### config.mk
export PLATFORM = sky130hd
export DESIGN_NAME = ssg_stereo_dac
export DESIGN_NICKNAME = d
export VERILOG_FILES = /design/src/rtl/ssg_stereo_dac.sv
export SDC_FILE = /design/constraint.sdc
export NUM_CORES = 1
export LEC_CHECK = 0
export BUFFER_PORTS_ARGS = -buffer_cell sky130_fd_sc_hd__buf_2
export CAP_MARGIN = 40
export CORE_MARGIN = 5
export CORE_UTILIZATION = 33
export DETAILED_ROUTE_END_ITERATION = 6
export PLACE_DENSITY_LB_ADDON = 0.1
export REMOVE_ABC_BUFFERS = 1
export SLEW_MARGIN = 20
export SYNTH_ARGS = -nofsm -noshare
export SYNTH_HDL_FRONTEND = slang
export SYNTH_SLANG_ARGS = --single-unit
### constraint.sdc
create_clock -name CLK -period 7.7 [get_ports CLK]
set_input_delay 1.54 -clock CLK [delete_from_list [all_inputs] [get_ports CLK]]
set_output_delay 1.54 -clock CLK [all_outputs]
set_load 0.005 [all_outputs]
### src/rtl/ssg_stereo_dac.sv
// ssg_stereo_dac: mixes two SSGs' A/B/C channels to stereo PCM with a click-free mute ramp and 1-bit sigma-delta outputs
//   CLK, RESET_N (async, active-low), CE (sample strobe)
//   A0/B0/C0, A1/B1/C1 : 8-bit channel levels of SSG0/SSG1
//   STEREO : 00 ABC, 01 ACB, 1x mono     MUTE : 1 fade to silence, 0 fade to full
//   PCM_L/PCM_R : registered gained PCM  DAC_L/DAC_R : sigma-delta bitstreams
//   MUTED : ramp FSM is in its silent state
module ssg_stereo_dac #(
    parameter int RAMP_DIV = 256,
    parameter int PCM_W    = 10
) (
    input  logic             CLK,
    input  logic             RESET_N,
    input  logic             CE,
    input  logic [7:0]       A0,
    input  logic [7:0]       B0,
    input  logic [7:0]       C0,
    input  logic [7:0]       A1,
    input  logic [7:0]       B1,
    input  logic [7:0]       C1,
    input  logic [1:0]       STEREO,
    input  logic             MUTE,
    output logic [PCM_W-1:0] PCM_L,
    output logic [PCM_W-1:0] PCM_R,
    output logic             DAC_L,
    output logic             DAC_R,
    output logic             MUTED
);
    localparam int CW = RAMP_DIV > 1 ? $clog2(RAMP_DIV) : 1;
    typedef enum logic [1:0] {S_MUTED, S_FADE_IN, S_RUN, S_FADE_OUT} state_t;
    state_t            state_q, state_d;
    logic [4:0]        gain_q, gain_d;
    logic [CW-1:0]     cnt_q, cnt_d;
    logic              tick;
    logic [PCM_W-1:0]  pcm_l_q, pcm_l_d, pcm_r_q, pcm_r_d;
    logic [PCM_W:0]    acc_l_q, acc_l_d, acc_r_q, acc_r_d;
    logic [PCM_W:0]    a0, b0, c0, a1, b1, c1, sum_all, hb, hc, mix_l, mix_r;
    always_comb begin
        a0      = {{(PCM_W-7){1'b0}}, A0};
        b0      = {{(PCM_W-7){1'b0}}, B0};
        c0      = {{(PCM_W-7){1'b0}}, C0};
        a1      = {{(PCM_W-7){1'b0}}, A1};
        b1      = {{(PCM_W-7){1'b0}}, B1};
        c1      = {{(PCM_W-7){1'b0}}, C1};
        sum_all = a0 + b0 + c0 + a1 + b1 + c1;
        // halving is per chip, so each half truncates on its own
        hb      = (b0 >> 1) + (b1 >> 1);
        hc      = (c0 >> 1) + (c1 >> 1);
        mix_l   = STEREO[1] ? sum_all >> 1 : STEREO[0] ? a0 + a1 + hc : a0 + a1 + hb;
        mix_r   = STEREO[1] ? sum_all >> 1 : STEREO[0] ? b0 + b1 + hc : c0 + c1 + hb;
        pcm_l_d = CE ? PCM_W'(({5'b0, mix_l} * {{(PCM_W+1){1'b0}}, gain_q}) >> 4) : pcm_l_q;
        pcm_r_d = CE ? PCM_W'(({5'b0, mix_r} * {{(PCM_W+1){1'b0}}, gain_q}) >> 4) : pcm_r_q;
        // first-order modulator: the carry out of the low bits is the output bit
        acc_l_d = {1'b0, acc_l_q[PCM_W-1:0]} + {1'b0, pcm_l_q};
        acc_r_d = {1'b0, acc_r_q[PCM_W-1:0]} + {1'b0, pcm_r_q};
    end
    assign tick  = CE && (cnt_q == CW'(RAMP_DIV - 1));
    assign cnt_d = !CE ? cnt_q : tick ? '0 : cnt_q + CW'(1);
    always_comb begin
        state_d = state_q;
        gain_d  = gain_q;
        if (CE) begin
            case (state_q)
                S_MUTED:   if (!MUTE) state_d = S_FADE_IN;
                S_FADE_IN: begin
                    if (MUTE) state_d = S_FADE_OUT;
                    else if (gain_q == 5'd16) state_d = S_RUN;
                    else if (tick) begin
                        gain_d = gain_q + 5'd1;
                        if (gain_q == 5'd15) state_d = S_RUN;
                    end
                end
                S_RUN:     if (MUTE) state_d = S_FADE_OUT;
                default: begin
                    if (!MUTE) state_d = S_FADE_IN;
                    else if (gain_q == 5'd0) state_d = S_MUTED;
                    else if (tick) begin
                        gain_d = gain_q - 5'd1;
                        if (gain_q == 5'd1) state_d = S_MUTED;
                    end
                end
            endcase
        end
    end
    always_ff @(posedge CLK or negedge RESET_N) begin
        if (!RESET_N) begin
            state_q <= S_MUTED;
            gain_q  <= '0;
            cnt_q   <= '0;
            pcm_l_q <= '0;
            pcm_r_q <= '0;
            acc_l_q <= '0;
            acc_r_q <= '0;
        end else begin
            state_q <= state_d;
            gain_q  <= gain_d;
            cnt_q   <= cnt_d;
            pcm_l_q <= pcm_l_d;
            pcm_r_q <= pcm_r_d;
            acc_l_q <= acc_l_d;
            acc_r_q <= acc_r_d;
        end
    end
    assign PCM_L = pcm_l_q;
    assign PCM_R = pcm_r_q;
    assign DAC_L = acc_l_q[PCM_W];
    assign DAC_R = acc_r_q[PCM_W];
    assign MUTED = state_q == S_MUTED;
endmodule
==> results.toml, run 1 <==
[pwr]
p_comb_frac = 0.856
power.density_nw_per_um2 = 537.4
swShare = 0.4474
seqPwrFrac = 0.083
vdd_ir_drop_max_mv = 0.3393
power.internal_mw = 3.807
p_leak_nw = 6.525
p_switching_mw = 3.083
clkPwrFrac = 0.061

[layout]
final_nets = 1662
fill_cells = 2863
n_antenna_cell = 0
area_delta_synth_final_pct = 31.68
drive_gt1_frac = 0.2921

[grt]
groute.layer.met2.usage = 0.2420
antenna_found_initial = 0
grt_max_degree = 58
grt_pass1_wl_mm = 42.70
grt_remaining_overflow = 0
grt_usage = 0.1556
busiest_layer = "met2"
grtUsageMet3 = 0.02141
grt_pass1_vias = 8448
met1_usage = 0.2366

[synth]
syn_area_um2 = 9737
synthFlopType = "dfrtp_1"
syn_area_per_cell_um2 = 8.733
yosys_warnings = 0
synth_edf_count = 0
seq_area_frac_synth = 0.1465
async_flop_share = 1.000
ys_seq_elements = 57
synth_cell_type_count = 63
netlist_instances = 1115

[placed_design]
detailed_place_hpwl_mm = 21.01
dp_slack_ns = -0.7282
io_buffers = 76
gp_congestion = 0.8108

[setup_path]
crit_type = "in -> reg"
r2r-end = "PCM_L[8]"
ff2ff_path_depth = 15
cp_max_fo = 3
cp-start-kind = "input pin"
critPathSlowestCell = "fa_1"
slowest_delay_ns = 0.55
r2r_slack_ns = 2.87
end_kind = "flop"
crit_path_frequent_cell = "fa_1"
cp.arrival_ns = 7.92
cp.required_ns = 7.91
regToRegStartpoint = "gain_q[2]"

[sta]
finalHoldViolCount = 0
setup_viol = 1
worst_pin_slew_ns = 0.7748
finalHoldWorstSlack_ns = 0.4704
drv_slew = 0
slew_headroom = 0.4835
period_needed_ns = 7.710
finClkSkew_ns = 0.01064
setup_tns_ns = -0.01025
rsz0062_at_grt = "yes"
fmax_mhz = 129.7
fin_ws_ns = -0.01025
post-route-period-util = 1.001

[worst_hold_path]
holdCritPathClass = "reg -> reg"
hold_depth = 1
min_to = "acc_l_q[0]"
hold_start = "acc_l_q[0]"

[cts]
cts_sinks = 57
clock_latency_ns = 0.33
cts_root_buf = "clkbuf_16"
clk_pin_slew_worst_paths_ns = 0.06
clock_tree.buffer_depth = 2
cts_buffers = 9
cts_tree = "done"
htree_levels = 3
cts_hold_buf = 0

[detailed_routing]
detail-route-antenna-nets = 0
routed_wl_mm = 25.18
drt_iter0_drc = 389
vias = 8181
first_pass_iters = 4
wire_per_inst_um = 14.25
drc_errors = 0
vias_per_cell = 4.630

[floorplan]
die_h_um = 181.8
rows = 62
core_um2 = 28940
die_w_um = 181.8
dieArea_um2 = 33040
start_util = 0.3365
io_pins = 77

[run]
max_cap_violations = 0

[run_status]
status = "finished, violations left"
violations = "negative setup slack"
[how the worst max path moves through the flow]
stage               start       end  slack (ns)
floorplan           A1[3]  PCM_R[9]       -0.16
global placement    B0[1]  PCM_R[9]       -0.63
detailed placement  A1[3]  PCM_R[9]       -0.73
CTS                 C0[2]  PCM_R[9]        -0.1
global route        B1[2]  PCM_R[9]       -0.27
finish              B1[2]  PCM_R[7]       -0.01
[metrics by stage]
| stage | std cells | utilization | area (um^2) | total power [mW] |
|---|---|---|---|---|
| 5_1_grt | 1767 | 0.4431 | 12820 | 7.747 |
| 3_5_place_dp | 1731 | 0.4091 | 11840 | 5.816 |
| 6_report | 1767 | 0.4431 | 12820 | 6.890 |
| 2_1_floorplan | 1094 | - | 9647 | 4.012 |
| 4_1_cts | 1755 | 0.4295 | 12430 | 6.570 |
| 3_3_place_gp | 1731 | 0.4091 | 11840 | 5.802 |
[timing repair]
item	in CTS	in global routing
resized for setup	57	56
pin swaps	40	62
setup endpoints to repair	12	14
setup buffers	8	11
[power by group through the flow]
stage               logic (mW)  registers [mW]  clock network (mW)
finish                    5.90           0.569               0.421
global placement          5.23           0.572                   0
floorplan                 3.46           0.555                   0
CTS                       5.56           0.571               0.434
global route              6.71           0.590               0.448
detailed placement        5.24           0.575                   0
[cells by family after synthesis]
logic type,share of synthesized area
DFF,0.1465
xor gates and xnor gates,0.07196
AOI/OAI and AO/OA,0.1520
buffers and inverters,0.09522
muxes,0.02724
and+or+nand+nor,0.1336
adders and majority gates,0.3734
[cell usage in the layout (no fill, tap or decap), types with 46 or more instances in the layout]
| master | netlist | layout |
|---|---|---|
| ha_1 | 129 | 118 |
| nor2_1 | 60 | 55 |
| buf_4 | 0 | 196 |
| buf_2 | 3 | 73 |
| xnor2_1 | 62 | 57 |
| nand2_1 | 64 | 64 |
| dfrtp_1 | 57 | 57 |
| fa_1 | 101 | 97 |
| inv_1 | 223 | 213 |
| a21oi_1 | 66 | 46 |
[Yosys cell counts, drive strengths merged, types with 3 or more instances]
cell type | instances | share of area
a21o | 19 | 0.015
o311ai | 4 | 0.0054
a21boi | 4 | 0.0031
and3 | 4 | 0.0026
nor2 | 60 | 0.023
mux2 | 20 | 0.023
o31ai | 3 | 0.0037
a211o | 3 | 0.0027
o31a | 9 | 0.0081
o21ai | 48 | 0.025
inv | 223 | 0.086
o21a | 8 | 0.0062
a211oi | 11 | 0.010
a21oi | 66 | 0.034
a2111oi | 4 | 0.0055
a31oi | 8 | 0.0058
xnor2 | 62 | 0.056
xor2 | 18 | 0.016
nand4 | 5 | 0.0039
nand3 | 17 | 0.0087
nand2 | 64 | 0.025
nor2b | 15 | 0.0096
dfrtp | 57 | 0.15
buf | 6 | 0.0035
clkbuf | 15 | 0.0058
ha | 129 | 0.17
fa | 101 | 0.21
nand2b | 9 | 0.0058
mux2i | 4 | 0.0041
nor3 | 20 | 0.010
or3 | 10 | 0.0064
and2 | 45 | 0.029
o21bai | 16 | 0.012
[flip-flops by register name, indices dropped and copies added, names as in the netlist]
name     flops
state_q      2
PCM_L       10
acc_l_q     11
gain_q       5
cnt_q        8
acc_r_q     11
PCM_R       10
[critical path, delay by kind of cell]
family | cells | cell delay, ns
adder cells (fa/ha/maj) | 9 | 3.68
buffers and inverters | 8 | 0.57
AND/OR/NAND/NOR | 5 | 0.78
XOR/XNOR | 2 | 0.38
multiplexers | 1 | 0.25
AO/OA/AOI/OAI | 5 | 0.70
[layer usage]
metal | wire, um | vias to the layer above
met2 | 11010 | 82
met4 | 188 | 0
met5 | 0 | -
li1 | - | 4178
met3 | 739 | 11
met1 | 13240 | 3910
[final cells by class]
type                    instances  area (um^2)  share of cell area
multi-input cells             814         7859              0.6130
repair buffers                273         1906              0.1486
inverters                     223        842.1             0.06568
well taps                     384        480.5             0.03747
flip-flops and latches         57         1426              0.1113
clock inverters                 4        51.30            0.004001
clock buffers                  12        256.5             0.02001
Note: power is estimated with default switching activity, not from simulation.
==> run 2: changes to the inputs <==
--- a/config.mk
+++ b/config.mk
@@ -5,6 +5,7 @@
 export SDC_FILE = /design/constraint.sdc
 export NUM_CORES = 1
 export LEC_CHECK = 0
+export ABC_AREA = 1
 export BUFFER_PORTS_ARGS = -buffer_cell sky130_fd_sc_hd__buf_2
 export CAP_MARGIN = 40
 export CORE_MARGIN = 5
==> run 2 against run 1 <==
Against the previous run:
- synthesized area up 3.9%
- worst hold slack worse by 0.0053 ns
- clock skew about the same
- sequential share of layout area up 0.26 points
- critical path depth up 1
- fmax up 4.2%
- die area up 3.7%
- the flow now finishes without violations
- first-iteration DRC count down 11%
- critical path type unchanged
- count of clock-buffer cells in the layout down 2
==> results.toml, run 2 <==
[detailed_routing]
drc_errors = 0
wire_per_inst_um = 13.36
vias_per_cell = 4.498
detail-route-antenna-nets = 0
routed_wl_mm = 26.38
first_pass_iters = 4
vias = 8883
drt_iter0_drc = 348

[layout]
most-common-layout-cells = "313 x inv_1, 225 x nand2_1, 131 x buf_4, 123 x nor2_1, 123 x ha_1"
top_regs = "acc_l_q (11), acc_r_q (11)"
n_antenna_cell = 0
final_common_cell = "inv_1"
layoutNonFillerInstCount = 1975
area_delta_synth_final_pct = 23.86
final_nets = 1859
drive_gt1_frac = 0.2077
fill_cells = 3249

[worst_hold_path]
min_to = "acc_r_q[0]"
hold_start = "acc_r_q[0]"
holdCritPathClass = "reg -> reg"
hold_depth = 1

[setup_path]
r2r_slack_ns = 3.13
crit_family = "adder cells"
cp-start-kind = "input pin"
cp.required_ns = 7.92
critPathSlowestCell = "fa_1"
ff2ff_path_depth = 16
cp.arrival_ns = 7.62
crit_buf_inv = 8
r2r-end = "PCM_R[9]"
regToRegStartpoint = "gain_q[2]"
slowest_delay_ns = 0.54
end_kind = "flop"
crit_type = "in -> reg"
cp_max_fo = 4
crit_path_frequent_cell = "fa_1"

[synth]
synth-xor-area-share = 0.04934
synth_top_family_by_area = "adder cells"
synthFlopType = "dfrtp_1"
yosys_warnings = 0
synth-simple-area-share = 0.2095
syn_area_um2 = 10120
ys_seq_elements = 57
synth_compound_area_frac = 0.1076
synth_common_cells = "323 x inv_1, 238 x nand2_1, 129 x ha_1, 129 x nor2_1, 101 x fa_1"
synth_most_common_cell = "inv_1"
synth_cell_type_count = 46
synth_mux_area_frac = 0
syn_area_per_cell_um2 = 7.353
netlist_instances = 1376
seq_area_frac_synth = 0.1410
synth_edf_count = 0
yosys.area.top_type = "fa_1"
yosys.area_share.adder = 0.3594
async_flop_share = 1.000
yosysTopAreaCellShare = 0.1999
synth.top_cells.by_area = "fa_1 20%, ha_1 16%, dfrtp_1 14%"

[sta]
worst_pin_slew_ns = 0.7912
setup_viol = 0
rsz0062_at_grt = "yes"
drv_slew = 0
fmax_mhz = 135.2
finalHoldViolCount = 0
finClkSkew_ns = 0.01049
finalHoldWorstSlack_ns = 0.4651
period_needed_ns = 7.399
slew_headroom = 0.4725
post-route-period-util = 0.9609

[placed_design]
gp_congestion = 0.8521
dp_cells = 1952
io_buffers = 76
detailed_place_hpwl_mm = 22.88

[grt]
grt_usage = 0.1602
grt_max_degree = 58
grt_remaining_overflow = 0
grt_pass1_vias = 9198
grt_pass1_wl_mm = 44.95
antenna_found_initial = 0

[cts]
clock_latency_ns = 0.33
cts_tree = "done"
cts_buffers = 9
cts_hold_buf = 0
clk_pin_slew_worst_paths_ns = 0.05
cts_root_buf = "clkbuf_16"
cts_sinks = 57
clock_tree.buffer_depth = 2
htree_levels = 3

[floorplan]
rows = 64
start_util = 0.3325
die_w_um = 185.1
die_h_um = 185.1
core_um2 = 30430
dieArea_um2 = 34260
io_pins = 77

[run]
max_cap_violations = 0

[run_status]
status = "finished, final reports clean"
run 2: cell types whose count changed after synthesis, moves of 16 or more:
cell / delta
nand2_1: +174
xnor2_1: -36
nor2_1: +69
a21oi_1: +23
nand3_1: +54
a21o_1: -16
inv_1: +100
and2_1: -41
mux2_2: -20
run 2: how the worst max path moves through the flow:
stage                     depth (start not counted)  start  endpoint  slack [ns]
after global routing                             35  B0[2]  PCM_L[9]       -0.08
final                                            31  B0[2]  PCM_R[9]        0.30
after detailed placement                         30  A1[2]  PCM_R[9]       -0.34
after floorplan                                  29  A1[2]  PCM_R[8]        0.20
after CTS                                        30  A1[2]  PCM_R[9]       0.007
after global placement                           31  A1[2]  PCM_R[8]       -0.29
run 2: stage by stage:
stage / utilization / cell area (um^2) / setup TNS, ns / setup slack, ns
2_1_floorplan: - / 10000 / 0 / 0.1988
3_3_place_gp: 0.3884 / 11820 / -2.322 / -0.2937
3_5_place_dp: 0.3884 / 11820 / -2.918 / -0.3354
4_1_cts: 0.3989 / 12140 / 0 / 0.006717
5_1_grt: 0.4118 / 12530 / -0.1462 / -0.07759
6_report: 0.4118 / 12530 / 0 / 0.3013
run 2: area by class of cell:
| cell class | instances | area [um^2] | share of cell area |
|---|---|---|---|
| Inverter | 329 | 1237 | 0.09875 |
| Sequential cell | 57 | 1426 | 0.1138 |
| Clock inverter | 5 | 80.08 | 0.006390 |
| Timing Repair Buffer | 209 | 1425 | 0.1137 |
| Multi-Input combinational cell | 969 | 7627 | 0.6087 |
| Clock buffer | 10 | 239.0 | 0.01907 |
| Tap cell | 396 | 495.5 | 0.03954 |
run 2: kinds of logic after synthesis:
kind of cell	after synthesis
xor gates and xnor gates	57
and+or+nand+nor	496
buffers and inverters	350
DFF	57
AOI/OAI and AO/OA	186
adders and majority gates	230
run 2: routing by layer:
layer  up-vias  routed length, um  track usage  share of wire
met2       104              12670       0.2824           0.48
met5         -                  0            0              0
met3        12                604      0.01591          0.023
met4         0                257      0.02877         0.0097
met1      4071              12850       0.2160           0.49
li1       4696                  -            -              -
run 2: worst reg2reg max path, cell delays in order, from the launching register on:
cell and delay, ns:
dfrtp_1 0.57, clkinv_1 0.69, nor2_1 0.33, fa_1 0.49, fa_1 0.54, inv_1 0.05, fa_1 0.53, inv_1 0.04
ha_1 0.35, nand2_1 0.10, inv_1 0.06, a21oi_1 0.17, o221ai_1 0.12, a21oi_1 0.18, nand3_1 0.10, nand3_1 0.09
nand2_1 0.05
run 2: timing repair:
item / in CTS / in global routing
endpoints found under the setup margin: 0 / 13
buffers inserted: 0 / 7
gates resized for setup: 0 / 89
Power of run 2 is not shown: default switching activity piles up to over one toggle a cycle in this logic, so the estimate is an artifact.
==> run 3: changes to the inputs <==
==> constraint.sdc (replaced) <==
create_clock -name CLK -period 8.5 [get_ports CLK]
set_input_delay 1.7 -clock CLK [delete_from_list [all_inputs] [get_ports CLK]]
set_output_delay 1.7 -clock CLK [all_outputs]
set_load 0.005 [all_outputs]
==> run 3 against run 2 <==
Against the previous run:
- final area fell by 10%
- sequential cell count stayed put
- worst hold slack improved by 0.0021 ns
- setup slack gained 0.19 ns
- utilization shrank 4.2 points
- register-to-register slack better by 0.78 ns
- critical path depth decreased by 1
- count of clock-buffer cells in the layout is the same
- die area stayed put
- critical endpoint is now PCM_R[8]
- largest cell class unchanged
==> results.toml, run 3 (same netlist as run 2, synthesis figures left out) <==
[run_status]
status = "finished, final reports clean"

[cts]
cts_sinks = 57
cts_tree = "done"
htree_levels = 3
cts_setup_buffers = 0
cts_buffers = 9
clock_latency_ns = 0.33
post_cts_resized = 0
clock_tree.buffer_depth = 2
cts_hold_buf = 0
cts_root_buf = "clkbuf_16"
clk_pin_slew_worst_paths_ns = 0.06

[run]
max_cap_violations = 0

[detailed_routing]
routed_wl_mm = 25.71
detail-route-antenna-nets = 0
vias = 8484
wire_per_inst_um = 13.91
drt_iter0_drc = 382
first_pass_iters = 5
vias_per_cell = 4.591
drc_errors = 0

[grt]
grt_usage = 0.1561
grt_pass1_vias = 8847
grt_max_degree = 58
grt_remaining_overflow = 0
grt_pass1_wl_mm = 43.82
antenna_found_initial = 0

[setup_path]
cp.arrival_ns = 8.26
slowest_delay_ns = 0.57
end_kind = "flop"
path_depth = 30
crit_buf_inv = 6
crit_family = "adder cells"
critPathSlowestCell = "fa_1"
crit_type = "in -> reg"
cp-startpoint = "B1[2]"
r2r-end = "PCM_L[9]"
crit_end = "PCM_R[8]"
cp_max_fo = 5
regToRegStartpoint = "gain_q[2]"
cp-start-kind = "input pin"
crit_path_frequent_cell = "fa_1"
r2r_slack_ns = 3.91
ff2ff_path_depth = 16
cp.required_ns = 8.75

[floorplan]
core_um2 = 30430
dieArea_um2 = 34260
start_util = 0.3325
die_h_um = 185.1
io_pins = 77
die_w_um = 185.1
rows = 64

[sta]
period_needed_ns = 8.010
worst_pin_slew_ns = 0.7813
rsz0062_at_grt = "no"
drv_slew = 0
finClkSkew_ns = 0.01171
post-route-period-util = 0.9424
slew_headroom = 0.4786
setup_viol = 0
setup_tns_ns = 0
fmax_mhz = 124.8
finalHoldViolCount = 0

[layout]
n_antenna_cell = 0
final_nets = 1732
area_delta_synth_final_pct = 11.34
register_area_um2 = 1426
multi_input_area_um2 = 7343
fill_cells = 3306
layoutNonFillerInstCount = 1848
drive_gt1_frac = 0.08953
most-common-layout-cells = "323 x inv_1, 238 x nand2_1, 129 x nor2_1, 129 x ha_1, 101 x fa_1"
final_common_cell = "inv_1"
top_regs = "acc_l_q (11), acc_r_q (11)"

[worst_hold_path]
holdCritPathClass = "reg -> reg"

[placed_design]
gp_congestion = 0.8190
dp_cells = 1832
io_buffers = 76
detailed_place_hpwl_mm = 22.32
-- run 3: per-layer routing --
| layer | vias up | track usage | wire [um] |
|---|---|---|---|
| met1 | 3913 | 0.2127 | 12740 |
| met3 | 16 | 0.01453 | 616 |
| met5 | - | 0 | 0 |
| met4 | 0 | 0.02995 | 274 |
| li1 | 4441 | - | - |
| met2 | 114 | 0.2724 | 12080 |
-- run 3: per-stage QoR --
step	hold slack (ns)	area, um^2	util	setup slack (ns)
2_1_floorplan	0.4430	10000	-	0.8388
5_1_grt	0.4835	11260	0.3702	0.009742
3_5_place_dp	0.4599	10920	0.3588	0.1517
4_1_cts	0.4713	11240	0.3693	0.4996
6_report	0.4671	11260	0.3702	0.4895
3_3_place_gp	0.4532	10920	0.3588	0.2413
-- run 3: area by class of cell --
| type | count | share of cell area |
|---|---|---|
| clock inverter | 5 | 0.007109 |
| clock buffer | 10 | 0.02122 |
| multi-input combinational | 969 | 0.6519 |
| timing repair buffer | 82 | 0.03954 |
| sequential | 57 | 0.1266 |
| inverter | 329 | 0.1096 |
| tap | 396 | 0.04399 |
-- run 3: worst min path at each step --
| stage | start | endpoint | slack [ns] | cells past startpoint |
|---|---|---|---|---|
| 2_1_floorplan | acc_l_q[0] | acc_l_q[0] | 0.44 | 1 |
| 3_3_place_gp | acc_l_q[0] | acc_l_q[0] | 0.45 | 1 |
| 3_5_place_dp | acc_r_q[0] | acc_r_q[0] | 0.46 | 1 |
| 4_1_cts | acc_r_q[0] | acc_r_q[0] | 0.47 | 1 |
| 5_1_grt | acc_r_q[0] | acc_r_q[0] | 0.48 | 1 |
| 6_report | acc_r_q[0] | acc_r_q[0] | 0.47 | 1 |
Power of run 3 is left out for the same reason.
